### src/rtl/gnn_mlp_engine_pkg.sv
// Shared types, width rules and flat-array index helpers for the per-node MLP engine.
package gnn_mlp_engine_pkg;

  typedef enum logic [1:0] {
    IDLE = 2'd0,
    L1   = 2'd1,
    L2   = 2'd2,
    DONE = 2'd3
  } state_e;

  // Counter width that stays at least one bit for degenerate sizes.
  function automatic int clog2_min1(input int n);
    return (n <= 1) ? 1 : $clog2(n);
  endfunction

  function automatic int hid_w(input int data_w, input int n_in);
    return 2 * data_w + $clog2(n_in);
  endfunction

  function automatic int acc_w_min(input int data_w, input int n_in, input int n_hid);
    return 3 * data_w + $clog2(n_in) + $clog2(n_hid);
  endfunction

  function automatic int x_idx(input int n, input int i, input int n_in);
    return n * n_in + i;
  endfunction

  function automatic int w1_idx(input int i, input int h, input int n_hid);
    return i * n_hid + h;
  endfunction

  function automatic int w2_idx(input int h, input int o, input int n_out);
    return h * n_out + o;
  endfunction

  function automatic int y_idx(input int n, input int o, input int n_out);
    return n * n_out + o;
  endfunction

endpackage

### src/rtl/gnn_mlp_engine_if.sv
// Job-in / result-out bundle of the MLP engine; master is the loader/consumer side.
interface gnn_mlp_engine_if #(
  parameter int N_NODES = 4,
  parameter int N_IN    = 4,
  parameter int N_HID   = 4,
  parameter int N_OUT   = 2,
  parameter int DATA_W  = 5,
  parameter int ACC_W   = 21
);
  // Both sides are valid/ready: a transfer happens on a rising edge where valid
  // and ready are both high; valid never depends on ready, and the producer holds
  // its payload while valid is high and ready is low.
  logic                              in_valid;
  logic                              in_ready;
  logic [N_NODES*N_IN*DATA_W-1:0]    x_flat;
  logic [N_IN*N_HID*DATA_W-1:0]      w1_flat;
  logic [N_HID*N_OUT*DATA_W-1:0]     w2_flat;
  logic                              relu_en;
  logic                              out_valid;
  logic                              out_ready;
  logic [N_NODES*N_OUT*ACC_W-1:0]    y_flat;
  logic                              busy;

  modport master (
    output in_valid, x_flat, w1_flat, w2_flat, relu_en, out_ready,
    input  in_ready, out_valid, y_flat, busy
  );

  modport slave (
    input  in_valid, x_flat, w1_flat, w2_flat, relu_en, out_ready,
    output in_ready, out_valid, y_flat, busy
  );

endinterface

### src/rtl/gnn_mlp_engine_mac.sv
// Signed multiply-accumulate; clr_first starts a new sum with the current product.
module gnn_mlp_engine_mac #(
  parameter int A_W   = 12,
  parameter int B_W   = 5,
  parameter int ACC_W = 21
) (
  input  logic                    clk,
  input  logic                    rst,
  input  logic                    en,
  input  logic                    clr_first,
  input  logic signed [A_W-1:0]   a,
  input  logic signed [B_W-1:0]   b,
  output logic signed [ACC_W-1:0] sum
);

  logic signed [A_W+B_W-1:0] prod;
  logic signed [ACC_W-1:0]   prod_ext;
  logic signed [ACC_W-1:0]   acc_q;

  assign prod     = a * b;
  assign prod_ext = prod;
  // Combinational running total so the owner can store a finished sum on its last term.
  assign sum      = (clr_first ? '0 : acc_q) + prod_ext;

  always_ff @(posedge clk) begin
    if (rst) begin
      acc_q <= '0;
    end else if (en) begin
      acc_q <= sum;
    end
  end

endmodule

### src/rtl/gnn_mlp_engine.sv
// Time-multiplexed two-layer per-node MLP: one shared MAC walks L1 then L2 for each node.
module gnn_mlp_engine
  import gnn_mlp_engine_pkg::*;
#(
  parameter int N_NODES = 4,
  parameter int N_IN    = 4,
  parameter int N_HID   = 4,
  parameter int N_OUT   = 2,
  parameter int DATA_W  = 5,
  parameter int ACC_W   = 21
) (
  input  logic              clk,
  input  logic              rst,
  gnn_mlp_engine_if.slave   bus,
  output state_e            state_dbg
);

  localparam int H_W = hid_w(DATA_W, N_IN);
  localparam int NW  = clog2_min1(N_NODES);
  localparam int IW  = clog2_min1(N_IN);
  localparam int HW  = clog2_min1(N_HID);
  localparam int OW  = clog2_min1(N_OUT);

  localparam logic [NW-1:0] N_LAST = NW'(N_NODES - 1);
  localparam logic [IW-1:0] I_LAST = IW'(N_IN - 1);
  localparam logic [HW-1:0] H_LAST = HW'(N_HID - 1);
  localparam logic [OW-1:0] O_LAST = OW'(N_OUT - 1);

  generate
    if (ACC_W < acc_w_min(DATA_W, N_IN, N_HID)) begin : g_acc_w_check
      $error("gnn_mlp_engine: ACC_W too small for exact accumulation");
    end
  endgenerate

  state_e                           state;
  logic                             out_valid_q;
  logic                             busy_q;
  logic                             relu_q;
  logic [N_NODES*N_IN*DATA_W-1:0]   x_q;
  logic [N_IN*N_HID*DATA_W-1:0]     w1_q;
  logic [N_HID*N_OUT*DATA_W-1:0]    w2_q;
  logic [N_NODES*N_OUT*ACC_W-1:0]   y_q;
  logic signed [H_W-1:0]            hid [N_HID];
  logic [NW-1:0]                    cnt_n;
  logic [IW-1:0]                    cnt_i;
  logic [HW-1:0]                    cnt_h;
  logic [OW-1:0]                    cnt_o;

  logic signed [DATA_W-1:0] x_el;
  logic signed [DATA_W-1:0] w1_el;
  logic signed [DATA_W-1:0] w2_el;
  logic signed [H_W-1:0]    x_ext;
  logic                     mac_en;
  logic                     mac_clr;
  logic signed [H_W-1:0]    mac_a;
  logic signed [DATA_W-1:0] mac_b;
  logic signed [ACC_W-1:0]  mac_sum;

  assign x_el  = x_q[x_idx(int'(cnt_n), int'(cnt_i), N_IN) * DATA_W +: DATA_W];
  assign w1_el = w1_q[w1_idx(int'(cnt_i), int'(cnt_h), N_HID) * DATA_W +: DATA_W];
  assign w2_el = w2_q[w2_idx(int'(cnt_h), int'(cnt_o), N_OUT) * DATA_W +: DATA_W];
  assign x_ext = x_el;

  // Operand muxes: features feed the MAC in L1, stored hidden values in L2.
  always_comb begin
    mac_en  = 1'b0;
    mac_clr = 1'b0;
    mac_a   = '0;
    mac_b   = '0;
    case (state)
      L1: begin
        mac_en  = 1'b1;
        mac_clr = (cnt_i == '0);
        mac_a   = x_ext;
        mac_b   = w1_el;
      end
      L2: begin
        mac_en  = 1'b1;
        mac_clr = (cnt_h == '0);
        mac_a   = hid[cnt_h];
        mac_b   = w2_el;
      end
      default: ;
    endcase
  end

  gnn_mlp_engine_mac #(
    .A_W   (H_W),
    .B_W   (DATA_W),
    .ACC_W (ACC_W)
  ) u_mac (
    .clk       (clk),
    .rst       (rst),
    .en        (mac_en),
    .clr_first (mac_clr),
    .a         (mac_a),
    .b         (mac_b),
    .sum       (mac_sum)
  );

  always_ff @(posedge clk) begin
    if (rst) begin
      state       <= IDLE;
      out_valid_q <= 1'b0;
      busy_q      <= 1'b0;
      relu_q      <= 1'b0;
      x_q         <= '0;
      w1_q        <= '0;
      w2_q        <= '0;
      y_q         <= '0;
      cnt_n       <= '0;
      cnt_i       <= '0;
      cnt_h       <= '0;
      cnt_o       <= '0;
      for (int k = 0; k < N_HID; k++) hid[k] <= '0;
    end else begin
      case (state)
        IDLE: begin
          if (bus.in_valid) begin
            x_q    <= bus.x_flat;
            w1_q   <= bus.w1_flat;
            w2_q   <= bus.w2_flat;
            relu_q <= bus.relu_en;
            cnt_n  <= '0;
            cnt_i  <= '0;
            cnt_h  <= '0;
            cnt_o  <= '0;
            busy_q <= 1'b1;
            state  <= L1;
          end
        end
        L1: begin
          if (cnt_i == I_LAST) begin
            hid[cnt_h] <= (relu_q && mac_sum[ACC_W-1]) ? '0 : mac_sum[H_W-1:0];
            cnt_i      <= '0;
            if (cnt_h == H_LAST) begin
              cnt_h <= '0;
              cnt_o <= '0;
              state <= L2;
            end else begin
              cnt_h <= cnt_h + 1'b1;
            end
          end else begin
            cnt_i <= cnt_i + 1'b1;
          end
        end
        L2: begin
          if (cnt_h == H_LAST) begin
            y_q[y_idx(int'(cnt_n), int'(cnt_o), N_OUT) * ACC_W +: ACC_W] <= mac_sum;
            cnt_h <= '0;
            if (cnt_o == O_LAST) begin
              cnt_o <= '0;
              if (cnt_n == N_LAST) begin
                cnt_n       <= '0;
                busy_q      <= 1'b0;
                out_valid_q <= 1'b1;
                state       <= DONE;
              end else begin
                cnt_n <= cnt_n + 1'b1;
                state <= L1;
              end
            end else begin
              cnt_o <= cnt_o + 1'b1;
            end
          end else begin
            cnt_h <= cnt_h + 1'b1;
          end
        end
        DONE: begin
          // Always return through IDLE so the loader sees one idle cycle between jobs.
          if (bus.out_ready) begin
            out_valid_q <= 1'b0;
            state       <= IDLE;
          end
        end
        default: state <= IDLE;
      endcase
    end
  end

  assign bus.in_ready  = (state == IDLE) && !rst;
  assign bus.out_valid = out_valid_q;
  assign bus.busy      = busy_q;
  assign bus.y_flat    = y_q;
  assign state_dbg     = state;

endmodule

### src/flat_wrapper.sv
// flat-port wrapper written by rule: the top's interface ports become plain ports
module gnn_mlp_engine_flat import gnn_mlp_engine_pkg::*;
#(
  parameter int N_NODES = 4,
  parameter int N_IN    = 4,
  parameter int N_HID   = 4,
  parameter int N_OUT   = 2,
  parameter int DATA_W  = 5,
  parameter int ACC_W   = 21
)
  (clk, rst, state_dbg, bus_in_valid, bus_x_flat, bus_w1_flat, bus_w2_flat, bus_relu_en, bus_out_ready, bus_in_ready, bus_out_valid, bus_y_flat, bus_busy);
  gnn_mlp_engine_if #(.N_NODES(N_NODES), .N_IN(N_IN), .N_HID(N_HID), .N_OUT(N_OUT), .DATA_W(DATA_W), .ACC_W(ACC_W)) bus_i ();
  input  logic clk;
  input  logic rst;
  output state_e state_dbg;
  input wire logic [$bits(bus_i.in_valid)-1:0] bus_in_valid;
  input wire logic [$bits(bus_i.x_flat)-1:0] bus_x_flat;
  input wire logic [$bits(bus_i.w1_flat)-1:0] bus_w1_flat;
  input wire logic [$bits(bus_i.w2_flat)-1:0] bus_w2_flat;
  input wire logic [$bits(bus_i.relu_en)-1:0] bus_relu_en;
  input wire logic [$bits(bus_i.out_ready)-1:0] bus_out_ready;
  output wire logic [$bits(bus_i.in_ready)-1:0] bus_in_ready;
  output wire logic [$bits(bus_i.out_valid)-1:0] bus_out_valid;
  output wire logic [$bits(bus_i.y_flat)-1:0] bus_y_flat;
  output wire logic [$bits(bus_i.busy)-1:0] bus_busy;
  assign bus_i.in_valid = bus_in_valid;
  assign bus_i.x_flat = bus_x_flat;
  assign bus_i.w1_flat = bus_w1_flat;
  assign bus_i.w2_flat = bus_w2_flat;
  assign bus_i.relu_en = bus_relu_en;
  assign bus_i.out_ready = bus_out_ready;
  assign bus_in_ready = bus_i.in_ready;
  assign bus_out_valid = bus_i.out_valid;
  assign bus_y_flat = bus_i.y_flat;
  assign bus_busy = bus_i.busy;
  gnn_mlp_engine #(.N_NODES(N_NODES), .N_IN(N_IN), .N_HID(N_HID), .N_OUT(N_OUT), .DATA_W(DATA_W), .ACC_W(ACC_W)) u_core (.clk(clk), .rst(rst), .bus(bus_i), .state_dbg(state_dbg));
endmodule
### config.mk
export PLATFORM = sky130hd
export DESIGN_NAME = gnn_mlp_engine_flat
export DESIGN_NICKNAME = d
export VERILOG_FILES = /design/src/rtl/gnn_mlp_engine_pkg.sv /design/src/rtl/gnn_mlp_engine_if.sv /design/src/rtl/gnn_mlp_engine_mac.sv /design/src/rtl/gnn_mlp_engine.sv /design/src/flat_wrapper.sv
export SDC_FILE = /design/constraint.sdc
export NUM_CORES = 1
export LEC_CHECK = 0
export ABC_AREA = 1
export BUFFER_PORTS_ARGS = -buffer_cell sky130_fd_sc_hd__clkbuf_2
export CAP_MARGIN = 20
export CORE_ASPECT_RATIO = 1.5
export CORE_UTILIZATION = 60
export DETAILED_ROUTE_END_ITERATION = 12
export PLACE_DENSITY_LB_ADDON = 0.3
export SYNTH_ARGS = -nofsm -noshare
export SYNTH_HDL_FRONTEND = slang
export SYNTH_HIERARCHICAL = 1
export SYNTH_SLANG_ARGS = --single-unit
### constraint.sdc
create_clock -name clk -period 20.1 [get_ports clk]
set_input_delay 1.005 -clock clk [delete_from_list [all_inputs] [get_ports clk]]
set_output_delay 1.005 -clock clk [all_outputs]
set_load 0.02 [all_outputs]
==> reports/qor_table.md <==
| Quantity | Reported | Unit |
| --- | --- | --- |
| Post-synth top flop | sky130_fd_sc_hd__dfxtp_1 | - |
| IR drop worst, VDD | 0.0847 | mV |
| Worst hold slack | 0.456 | ns |
| Data arrival time of the critical path | 9.02 | ns |
| Num CTS Buffers | 41 | - |
| Setup violators final | 0 | - |
| Via count of the first global-routing pass | 20812 | - |
| Vias per cell | 5.64 | - |
| Placer Congestion | 0.962 | - |
| Layout cells sized above 1 | 15.1 | % |
| Maximum clock path buffer count | 3 | - |
| Top cell by count, worst path | sky130_fd_sc_hd__nand2_1 | - |
| Half-perimeter wire length after detailed placement | 48.0 | mm |
| Setup repair after global routing missed its margin | no | - |
| Overall Global Routing Usage | 34.6 | % |
| Warning count from the yosys run | 6 | - |
| Kind of start point of the critical path | register | - |
| Post-route non-filler standard cell count | 3837 | - |
| Critical path endpoint | u_core/hid[2][10] | - |
| Final instance area | 25600 | um^2 |
| Top library cells by usage in the layout, fill and taps aside | sky130_fd_sc_hd__nor2_1 (466), sky130_fd_sc_hd__nand2_1 (408), sky130_fd_sc_hd__dfxtp_1 (401), sky130_fd_sc_hd__o21ai_0 (391), sky130_fd_sc_hd__clkbuf_2 (378) | - |
| Leakage Power | 12.0 | nW |
| Area share of the largest cell type after synthesis | 35.9 | % |
| Y dimension of the die | 239 | um |
| Distinct cell type count after synthesis | 53 | - |
| Top post-synthesis cells by area | sky130_fd_sc_hd__dfxtp_1 (36%), sky130_fd_sc_hd__o21ai_0 (8.7%), sky130_fd_sc_hd__nor2_1 (7.8%) | - |
| Buffers inserted during post-CTS setup optimization | 0 | - |
| Total gr overflow | 0 | - |
| Clock tree skew after final layout | 0.0114 | ns |
| Post-route ant nets | 0 | - |
| CP endpoint kind | register | - |
| Power density cells | 122 | nW/um^2 |
| Setup slack, reg-to-reg | 11.46 | ns |
| Seq/Total Area, Yosys | 42.3 | % |
| MaxCap Viol Count | 0 | - |
| Worst Slack Setup Final | 11.46 | ns |
| Hold-fix buffers at CTS | 0 | - |
| Int Pwr | 1.82 | mW |
| X dimension of the die | 160 | um |
| Power share of the clock group | 25.1 | % |
| Crit path max-delay cell type | sky130_fd_sc_hd__a21oi_1 | - |
| Count of flip-flops with a built-in enable after synthesis | 48 | - |
| Final Core Density | 69.5 | % |
| Drt first-iter violations | 1926 | - |
| Ratio of final minimum period to clock period | 43.0 | % |
| Cell taking the most area after synthesis | sky130_fd_sc_hd__dfxtp_1 | - |
| Clock latency on the worst-skew pair | 0.56 | ns |
| Max Clk Rate | 116 | MHz |
| Area added between synthesis and finish | 13.9 | % |
| Root buffer cell | sky130_fd_sc_hd__clkbuf_16 | - |
| #FFs+latches synth | 451 | - |
| CTS tree | done | - |
| Post-placement cell count | 3765 | - |
| Syn nets | 3393 | - |
| Result of the run | finished clean | - |
| Vias after detailed routing | 21634 | - |
| Die Outline Area | 38200 | um^2 |
| Detailed-routing iteration count for the pre-antenna-repair pass | 6 | - |
| Switching power | 1.31 | mW |
| Mean Syn Cell Area | 7.29 | um^2 |
| Power share of the sequential group | 35.4 | % |
| Reg2reg start | u_core/cnt_h[0] | - |
| Final-stage net count | 3636 | - |
| Number of pins with negative max-slew slack in the final report | 0 | - |
| Wirelength, routed | 67.6 | mm |
| CTS HTree Levels | 2 | - |
| Post-DP Area | 24200 | um^2 |
| Switching part of the total | 41.8 | % |
| Register clock-pin slew on the reported worst setup and hold paths | 0.06 | ns |
| Power share of the combinational group | 39.6 | % |
| Maximum single-stage delay on the critical path | 0.82 | ns |
| HP Class | register to register | - |
| Crit path kind | register to register | - |
| Post-Place Setup Slack | 11.64 | ns |
| Count of instances resized after the clock tree is built | 0 | - |
| Routed length per instance | 17.6 | um |
| Number of port buffers | 377 | - |
| Post-synth ARST share | 0 | % |
| Most common cell after layout, fill and taps aside | sky130_fd_sc_hd__nor2_1 | - |
| Maximum fanout count along the critical path | 58 | - |
| Hold Violations, Final | 0 | - |
| Total negative slack | 0 | ns |
| Maximum number of pins on one net before global-route repair | 224 | - |
| Overall Power | 3.13 | mW |
| Source of the critical timing path | u_core/cnt_h[0] | - |
| Total standard cell area after synthesis | 22500 | um^2 |
| Synth Instances | 3082 | - |
| Number of antenna violations at the first check in global routing | 0 | - |
| # clock sinks | 451 | - |
| Slew HR | 27.3 | % |
| First-pass GRT wire length | 105 | mm |
| Path depth of the worst reg2reg path | 42 | - |
| Core region area | 36800 | um^2 |
| Top-Level Pins | 378 | - |
| Ant diodes | 0 | - |
| Final Critical Period | 8.64 | ns |
| Data required time of the critical path | 20.48 | ns |
| Worst flop-to-flop path endpoint | u_core/hid[2][10] | - |
| Slew at the pin with the worst max-slew slack | 1.09 | ns |
| Initial core utilization | 61.0 | % |
| Std cell rows | 86 | - |
| Remaining DRCs | 0 | - |
==> area by class of cell <==
class	instances	area (um^2)
well taps	484	606
clock inverters	11	114
flip-flops and latches	451	9510
clock buffers	60	1210
multi-input cells	2047	10600
fillers	3099	11200
repair buffers	394	2030
inverters	390	1480
==> layer usage <==
metal / share of wire, % / global-route usage, % / vias up
met5: 0 / 0 / -
met4: 7.0 / 23.9 / 0
met3: 7.2 / 6.05 / 254
met2: 49 / 60.9 / 992
met1: 36 / 37.7 / 9990
li1: - / - / 10398
==> critical path, delay by kind of cell (launching register included) <==
family / cells / cell delay, ns
xor+xnor: 1 / 0.15
fa+ha+maj: 5 / 2.06
buf+inv: 7 / 1.34
simple gates: 22 / 2.66
compound gates: 7 / 1.68
flops: 1 / 0.51
==> flip-flops by register name (all words and copies together), names as in the netlist, 21 cells and up, named ones only <==
register / cells
u_core/bus.y_flat: 168
u_core/hid: 48
u_core/u_mac/acc_q: 21
u_core/w1_q: 80
u_core/w2_q: 40
u_core/x_q: 80
==> synth_stat cells, types with 2 or more instances <==
library cell / count
sky130_fd_sc_hd__edfxtp_1: 48
sky130_fd_sc_hd__nand2_1: 409
sky130_fd_sc_hd__a211oi_1: 6
sky130_fd_sc_hd__o21ai_1: 36
sky130_fd_sc_hd__nand2_2: 8
sky130_fd_sc_hd__nand2_4: 3
sky130_fd_sc_hd__clkinv_1: 3
sky130_fd_sc_hd__o21ai_0: 391
sky130_fd_sc_hd__buf_4: 9
sky130_fd_sc_hd__nor3_1: 53
sky130_fd_sc_hd__inv_1: 373
sky130_fd_sc_hd__dfxtp_1: 403
sky130_fd_sc_hd__nor2_1: 466
sky130_fd_sc_hd__or2_2: 2
sky130_fd_sc_hd__a21oi_1: 307
sky130_fd_sc_hd__ha_1: 67
sky130_fd_sc_hd__inv_2: 11
sky130_fd_sc_hd__nand4_4: 2
sky130_fd_sc_hd__nor2_2: 2
sky130_fd_sc_hd__a31oi_1: 5
sky130_fd_sc_hd__xnor2_1: 6
sky130_fd_sc_hd__nand3_1: 181
sky130_fd_sc_hd__xor2_1: 21
sky130_fd_sc_hd__o22ai_1: 4
sky130_fd_sc_hd__nand3_2: 2
sky130_fd_sc_hd__o211ai_1: 12
sky130_fd_sc_hd__nand4_1: 5
sky130_fd_sc_hd__buf_1: 9
sky130_fd_sc_hd__fa_1: 39
sky130_fd_sc_hd__buf_2: 54
sky130_fd_sc_hd__clkbuf_1: 117
sky130_fd_sc_hd__buf_6: 4
sky130_fd_sc_hd__a211oi_2: 3
sky130_fd_sc_hd__nand3_4: 2
==> worst min path at each step <==
stage / from / endpoint / slack (ns) / cells after the start
floorplan: u_core/w1_q[15] / u_core/w1_q[15] / 0.43 / 2
global placement: u_core/w1_q[55] / u_core/w1_q[55] / 0.44 / 2
detailed placement: u_core/w1_q[14] / u_core/w1_q[14] / 0.45 / 2
CTS: u_core/w1_q[32] / u_core/w1_q[32] / 0.46 / 2
global route: u_core/w1_q[52] / u_core/w1_q[52] / 0.47 / 2
finish: u_core/w1_q[21] / u_core/w1_q[21] / 0.46 / 2
==> cells by family (layout without fill, tap and decap cells) <==
| group | after synthesis | in the layout | share of synthesized area (%) |
|---|---|---|---|
| buffers and inverters | 584 | 855 | 10.4 |
| flip-flops | 451 | 451 | 42.3 |
| AO/OA/AOI/OAI | 770 | 770 | 17.6 |
| XOR/XNOR | 29 | 29 | 1.20 |
| AND/OR/NAND/NOR | 1142 | 1142 | 21.2 |
| adder cells (fa/ha/maj) | 106 | 106 | 7.21 |
==> power by group through the flow <==
| stage | combinational [mW] | sequential, mW | clock (mW) |
|---|---|---|---|
| floorplan | 0.900 | 1.10 | 0 |
| global placement | 1.18 | 1.12 | 0 |
| detailed placement | 1.20 | 1.12 | 0 |
| CTS | 1.21 | 1.10 | 0.789 |
| global route | 1.36 | 1.12 | 0.823 |
| finish | 1.24 | 1.11 | 0.784 |
No activity file was read; power rests on OpenSTA's default activity.
